==> config.mk <==
export PLATFORM = sky130hd
export DESIGN_NAME = tow_round_arbiter
export DESIGN_NICKNAME = d
export VERILOG_FILES = /design/src/rtl/tow_round_arbiter.sv
export SDC_FILE = /design/constraint.sdc
export NUM_CORES = 1
export LEC_CHECK = 0
export CAP_MARGIN = 20
export CORE_UTILIZATION = 48
export CTS_CLUSTER_SIZE = 40
export DETAILED_ROUTE_END_ITERATION = 12
export GPL_ROUTABILITY_DRIVEN = 0
export MAX_ROUTING_LAYER = met4
export PLACE_DENSITY = 0.72
export SYNTH_ARGS = -nofsm -noshare
export SYNTH_HDL_FRONTEND = slang
export SYNTH_SLANG_ARGS = --single-unit
export TNS_END_PERCENT = 50
==> constraint.sdc <==
create_clock -name clk -period 2.9 [get_ports clk]
set_input_delay 0.29 -clock clk [delete_from_list [all_inputs] [get_ports clk]]
set_output_delay 0.29 -clock clk [all_outputs]
set_load 0.1 [all_outputs]
==> src/rtl/tow_round_arbiter.sv <==
// Multi-player tug-of-war round arbiter.
// Synchronizes and debounces N push-buttons, awards each round to the first
// debounced press (or flags a tie when several land together), keeps a
// saturating score per player and stops the game at WIN_SCORE.
module tow_round_arbiter #(
   parameter  int N_PLAYERS = 2,
   parameter  int DB_CYCLES = 4,
   parameter  int SCORE_W   = 4,
   parameter  int WIN_SCORE = 7,
   localparam int ID_W      = (N_PLAYERS > 2) ? $clog2(N_PLAYERS) : 1
) (
   input  logic                         clk,
   input  logic                         rst,
   input  logic                         clr,
   input  logic [N_PLAYERS-1:0]         pb,
   output logic                         winrnd,
   output logic [ID_W-1:0]              winner,
   output logic                         tie,
   output logic [N_PLAYERS*SCORE_W-1:0] scores,
   output logic                         game_over,
   output logic                         armed
);

   localparam int CNT_W = $clog2(DB_CYCLES + 1);

   typedef enum logic [1:0] {
      S_IDLE,
      S_ARMED,
      S_RESULT,
      S_GAMEOVER
   } state_t;

   logic [N_PLAYERS-1:0]         r_sync1;
   logic [N_PLAYERS-1:0]         r_sync2;
   logic [N_PLAYERS-1:0]         r_db;
   logic [N_PLAYERS-1:0]         r_db_d;
   logic [CNT_W-1:0]             r_cnt [N_PLAYERS];

   state_t                       r_state;
   logic                         r_winrnd;
   logic [ID_W-1:0]              r_winner;
   logic                         r_tie;
   logic [N_PLAYERS*SCORE_W-1:0] r_scores;
   logic                         r_game_over;

   logic [N_PLAYERS-1:0]         w_press;
   logic                         w_one;
   logic                         w_multi;
   logic [ID_W-1:0]              w_idx;
   logic [SCORE_W-1:0]           w_cur;
   logic [SCORE_W-1:0]           w_inc;

   state_t                       w_state_nx;
   logic                         w_winrnd_nx;
   logic [ID_W-1:0]              w_winner_nx;
   logic                         w_tie_nx;
   logic [N_PLAYERS*SCORE_W-1:0] w_scores_nx;
   logic                         w_game_over_nx;

   // Two-flop synchronizer plus the debounced-level delay used for edge detect.
   always_ff @(posedge clk) begin
      if (!rst) begin
         r_sync1 <= '0;
         r_sync2 <= '0;
         r_db_d  <= '0;
      end else begin
         r_sync1 <= pb;
         r_sync2 <= r_sync1;
         r_db_d  <= r_db;
      end
   end

   // Debouncer: accept a new level after DB_CYCLES consecutive differing samples.
   always_ff @(posedge clk) begin
      if (!rst) begin
         r_db <= '0;
         for (int unsigned i = 0; i < N_PLAYERS; i++) begin
            r_cnt[i] <= '0;
         end
      end else begin
         for (int unsigned i = 0; i < N_PLAYERS; i++) begin
            if (r_sync2[i] != r_db[i]) begin
               if (r_cnt[i] == CNT_W'(DB_CYCLES - 1)) begin
                  r_db[i]  <= r_sync2[i];
                  r_cnt[i] <= '0;
               end else begin
                  r_cnt[i] <= r_cnt[i] + 1'b1;
               end
            end else begin
               r_cnt[i] <= '0;
            end
         end
      end
   end

   // Press pulses, single/multiple press classification and the scoring increment.
   always_comb begin
      w_press = r_db & ~r_db_d;
      w_multi = (w_press & (w_press - N_PLAYERS'(1))) != '0;
      w_one   = (w_press != '0) && !w_multi;
      w_idx   = '0;
      for (int unsigned i = 0; i < N_PLAYERS; i++) begin
         if (w_press[i]) begin
            w_idx = ID_W'(i);
         end
      end
      w_cur = r_scores[w_idx*SCORE_W +: SCORE_W];
      w_inc = (w_cur < SCORE_W'(WIN_SCORE)) ? w_cur + 1'b1 : w_cur;
   end

   // Round FSM next-state and registered-output logic; clr has priority in ARMED.
   always_comb begin
      w_state_nx     = r_state;
      w_winrnd_nx    = r_winrnd;
      w_winner_nx    = r_winner;
      w_tie_nx       = r_tie;
      w_scores_nx    = r_scores;
      w_game_over_nx = r_game_over;
      case (r_state)
         S_IDLE: begin
            if (clr) begin
               w_state_nx = S_ARMED;
            end
         end
         S_ARMED: begin
            if (!clr) begin
               if (w_one) begin
                  w_winrnd_nx = 1'b1;
                  w_winner_nx = w_idx;
                  w_scores_nx[w_idx*SCORE_W +: SCORE_W] = w_inc;
                  if (w_inc == SCORE_W'(WIN_SCORE)) begin
                     w_game_over_nx = 1'b1;
                     w_state_nx     = S_GAMEOVER;
                  end else begin
                     w_state_nx = S_RESULT;
                  end
               end else if (w_multi) begin
                  w_tie_nx   = 1'b1;
                  w_state_nx = S_RESULT;
               end
            end
         end
         S_RESULT: begin
            if (clr) begin
               w_winrnd_nx = 1'b0;
               w_winner_nx = '0;
               w_tie_nx    = 1'b0;
               w_state_nx  = S_ARMED;
            end
         end
         S_GAMEOVER: begin
            if (clr) begin
               w_winrnd_nx    = 1'b0;
               w_winner_nx    = '0;
               w_tie_nx       = 1'b0;
               w_scores_nx    = '0;
               w_game_over_nx = 1'b0;
               w_state_nx     = S_ARMED;
            end
         end
         default: begin
            w_state_nx = S_IDLE;
         end
      endcase
   end

   // Round FSM state and result registers.
   always_ff @(posedge clk) begin
      if (!rst) begin
         r_state     <= S_IDLE;
         r_winrnd    <= 1'b0;
         r_winner    <= '0;
         r_tie       <= 1'b0;
         r_scores    <= '0;
         r_game_over <= 1'b0;
      end else begin
         r_state     <= w_state_nx;
         r_winrnd    <= w_winrnd_nx;
         r_winner    <= w_winner_nx;
         r_tie       <= w_tie_nx;
         r_scores    <= w_scores_nx;
         r_game_over <= w_game_over_nx;
      end
   end

   assign winrnd    = r_winrnd;
   assign winner    = r_winner;
   assign tie       = r_tie;
   assign scores    = r_scores;
   assign game_over = r_game_over;
   assign armed     = (r_state == S_ARMED);

endmodule
==> flow_metrics.env <==
export IMPL_run_status="completed"
export IMPL_wire_length_of_the_first_global_routing_pass_mm=3.71
export IMPL_core_region_area_sq_um=2500
export IMPL_maxCapViolations=0
export IMPL_syn_area_sq_um=1270
export IMPL_critical_path_top_delay_family="flip-flops"
export IMPL_min_to="r_sync2[1]"
export IMPL_finalCoreUtilization_pct=60.9
export IMPL_drt_iter0_markers=11
export IMPL_period_share_pct=70.6
export IMPL_final_cell_mix="22 x sky130_fd_sc_hd__dfxtp_1, 15 x sky130_fd_sc_hd__nor2_1, 14 x sky130_fd_sc_hd__buf_4, 10 x sky130_fd_sc_hd__nand2_1, 8 x sky130_fd_sc_hd__inv_1"
export IMPL_place_worst_setup_slack_ns=0.849
export IMPL_minimum_setup_slack_in_the_final_design_ns=0.852
export IMPL_final_design_area_no_fill_sq_um=1520
export IMPL_cp_data_required_time_ns=3.15
export IMPL_via_per_inst=5.29
export IMPL_post_route_cells_drive_above_1_share_pct=17.8
export IMPL_grt_start_max_net_pins=17
export IMPL_syn_mean_instance_area_sq_um=10.0
export IMPL_design_final_nets=164
export IMPL_critPathMostFrequentCell="sky130_fd_sc_hd__nand2_1"
export IMPL_grt_util_met3_pct=3.39
export IMPL_pin_count=18
export IMPL_path_clk_slew_ns=0.15
export IMPL_dpl_instance_area_sq_um=1470
export IMPL_hold_path_startpoint="r_sync1[1]"
export IMPL_min_delay_path_depth=1
export IMPL_worst_setup_path_end_kind="flip-flop"
export IMPL_timing_hold_violations_final=0
export IMPL_ys_dominant_reg_cell="sky130_fd_sc_hd__dfxtp_1"
export IMPL_firstDrtPassIters=4
export IMPL_global_route_usage_total_pct=19.3
export IMPL_antenna_left=0
export IMPL_post_cts_resized=0
export IMPL_routed_via_count=962
export IMPL_critical_path_reg2reg_startpoint="r_db[1]"
export IMPL_finalClockSkew_ns=0.00541
export IMPL_clk_root_buffer_cell="sky130_fd_sc_hd__clkbuf_4"
export IMPL_worst_path_largest_cell_delay_ns=0.48
export IMPL_yosys_warnings=0
export IMPL_p_switching_w=0.000147
export IMPL_wl_per_cell_um=12.8
export IMPL_post_cts_hold_buffer_count=0
export IMPL_setup_total_negative_slack_ns=0
export IMPL_top_usage_layer="met2"
export IMPL_maxClockFrequency_mhz=488
export IMPL_met2_usage_pct=29.2
export IMPL_p_per_area_nw_per_um2=466
export IMPL_hold_path_class="reg2reg"
export IMPL_cts_buffers=3
export IMPL_post_route_drc_count=0
export IMPL_proportion_of_power_drawn_by_the_clock_network_pct=36.4
export IMPL_clock_tree_buffer_depth=2
export IMPL_die_area_sq_um=2870
export IMPL_die_y_um=53.5
export IMPL_setup_viol=0
export IMPL_layout_cells_most_common="sky130_fd_sc_hd__dfxtp_1"
export IMPL_timing_reg2reg_setup_slack_ns=0.85
export IMPL_cells_after_synth=127
export IMPL_hpwl_mm=1.76
export IMPL_period_needed_ns=2.05
export IMPL_seq_power_share_pct=57.8
export IMPL_die_w_um=53.5
export IMPL_antennaDiodeCount=0
export IMPL_cp_num_buf_inv=2
export IMPL_comb_power_share_pct=5.8
export IMPL_setup_worst_path_start_class="flip-flop"
export IMPL_flow_area_growth_from_synthesis_pct=19.3
export IMPL_cts_sinks=28
export IMPL_path_class="reg2reg"
export IMPL_static_leakage_power_nw=0.626
export IMPL_number_of_enable_type_register_cells_in_the_synthesized_netlist=6
export IMPL_rr_endpoint="scores[5]"
export IMPL_synth_seq_cells=28
export IMPL_rr_worst_depth=9
export IMPL_cts_max_level=1
export IMPL_antenna_violations_before_repair=0
export IMPL_critical_path_arrival_ns=2.30
export IMPL_clkLatencyLatePin_ns=0.33
export IMPL_groute_layer_met1_usage_pct=25.0
export IMPL_instances_no_fill=182
export IMPL_seq_area_frac_synth_pct=48.7
export IMPL_power_switching_fraction_pct=20.8
export IMPL_cts_post_setup_buffers_inserted=0
export IMPL_port_buffers=17
export IMPL_floorplan_initialDensity_pct=51.0
export IMPL_cp_cell_sequence="nand2b_4, inv_4, nand2_1, nand2_1, ha_1, inv_1, o21ai_2, mux2_4, a31o_1"
export IMPL_vias_in_the_first_global_route=823
export IMPL_grt_setup_unrepaired="no"
export IMPL_critical_path_slowest_cell="sky130_fd_sc_hd__dfxtp_1"
export IMPL_cell_internal_pwr_w=0.000561
export IMPL_maximum_ir_drop_on_the_vdd_rail_mv=0.381
export IMPL_wirelength_mm=2.33
export IMPL_post_synth_num_cell_types=40
export IMPL_overflow=0
export IMPL_clock_tree_from_tritoncts="done"
export IMPL_final_max_slew_violation_count=0
export IMPL_asyncSetResetFlopFracSynth_pct=0
export IMPL_placed_cells=178
export IMPL_fp_row_count=18
export IMPL_path_max_fanout=6
==> synthesized netlist by cell type (3+ instances only) <==
cell / count / area [sq um]
sky130_fd_sc_hd__dfxtp_1: 22 / 440
sky130_fd_sc_hd__nor2_1: 15 / 56.3
sky130_fd_sc_hd__nand2_1: 10 / 37.5
sky130_fd_sc_hd__inv_1: 8 / 30.0
sky130_fd_sc_hd__edfxtp_1: 6 / 180
sky130_fd_sc_hd__ha_1: 6 / 75.1
sky130_fd_sc_hd__and2_1: 5 / 31.3
sky130_fd_sc_hd__a21oi_1: 4 / 20.0
sky130_fd_sc_hd__nand3_1: 4 / 20.0
sky130_fd_sc_hd__a31oi_1: 3 / 18.8
sky130_fd_sc_hd__mux2i_1: 3 / 30.0
sky130_fd_sc_hd__o211ai_1: 3 / 22.5
==> worst max path at each step <==
stage | startpoint | endpoint | slack, ns | cells past startpoint
after detailed placement | r_db_d[1] | scores[1] | 0.85 | 8
after CTS | r_db_d[1] | scores[5] | 0.84 | 8
final | r_db[1] | scores[5] | 0.85 | 9
after global routing | r_db[1] | scores[5] | 0.73 | 9
after floorplan | r_state[0] | scores[5] | 0.16 | 5
after global placement | r_db[1] | scores[5] | 0.93 | 9
==> kinds of logic after synthesis <==
group | synth area share [%]
and+or+nand+nor | 21.1
DFF | 48.7
AOI/OAI and AO/OA | 12.2
buffers and inverters | 3.44
adders and majority gates | 5.89
muxes | 7.07
xor gates and xnor gates | 1.37
other | 0.294
==> layout make-up <==
class                      count  area (sq um)
fill                         228           978
multi-input combinational     93           629
sequential                    28           621
timing repair buffer          18           145
tap                           30          37.5
inverter                       9          36.3
clock inverter                 1          30.0
clock buffer                   3          22.5
==> power by group through the flow <==
| stage | Sequential, W | Combinational (W) | Clock (W) |
|---|---|---|---|
| after floorplan | 0.000418 | 0.0000275 | 0 |
| after global placement | 0.000418 | 0.0000405 | 0 |
| after detailed placement | 0.000418 | 0.0000411 | 0 |
| after CTS | 0.000410 | 0.0000412 | 0.000266 |
| after global routing | 0.000411 | 0.0000450 | 0.000280 |
| final | 0.000410 | 0.0000410 | 0.000258 |
==> worst register-to-register path, delay by kind of cell (launching register included) <==
family / cells / cell delay, ns
flip-flops: 1 / 0.48
AO/OA/AOI/OAI: 2 / 0.45
multiplexers: 1 / 0.33
AND/OR/NAND/NOR: 3 / 0.27
adder cells (fa/ha/maj): 1 / 0.23
buffers and inverters: 2 / 0.20
==> flip-flops by register name (all words and copies together) (netlist names) <==
register	count
r_sync2	2
r_db	2
r_cnt	6
r_db_d	2
r_state	2
winrnd	1
scores	8
r_sync1	2
tie	1
winner	1
game_over	1
==> stage by stage <==
step           total power, W  hold slack [ns]
2_1_floorplan        0.000446            0.369
3_3_place_gp         0.000458            0.417
3_5_place_dp         0.000460            0.423
4_1_cts              0.000717            0.457
5_1_grt              0.000736            0.475
6_report             0.000708            0.457
==> metal layers <==
| layer | wire length (um) | up-vias |
|---|---|---|
| li1 | - | 490 |
| met1 | 1150 | 444 |
| met2 | 1060 | 24 |
| met3 | 79 | 4 |
| met4 | 38 | 0 |
| met5 | 0 | - |
Note: power is estimated with default switching activity, not from simulation.
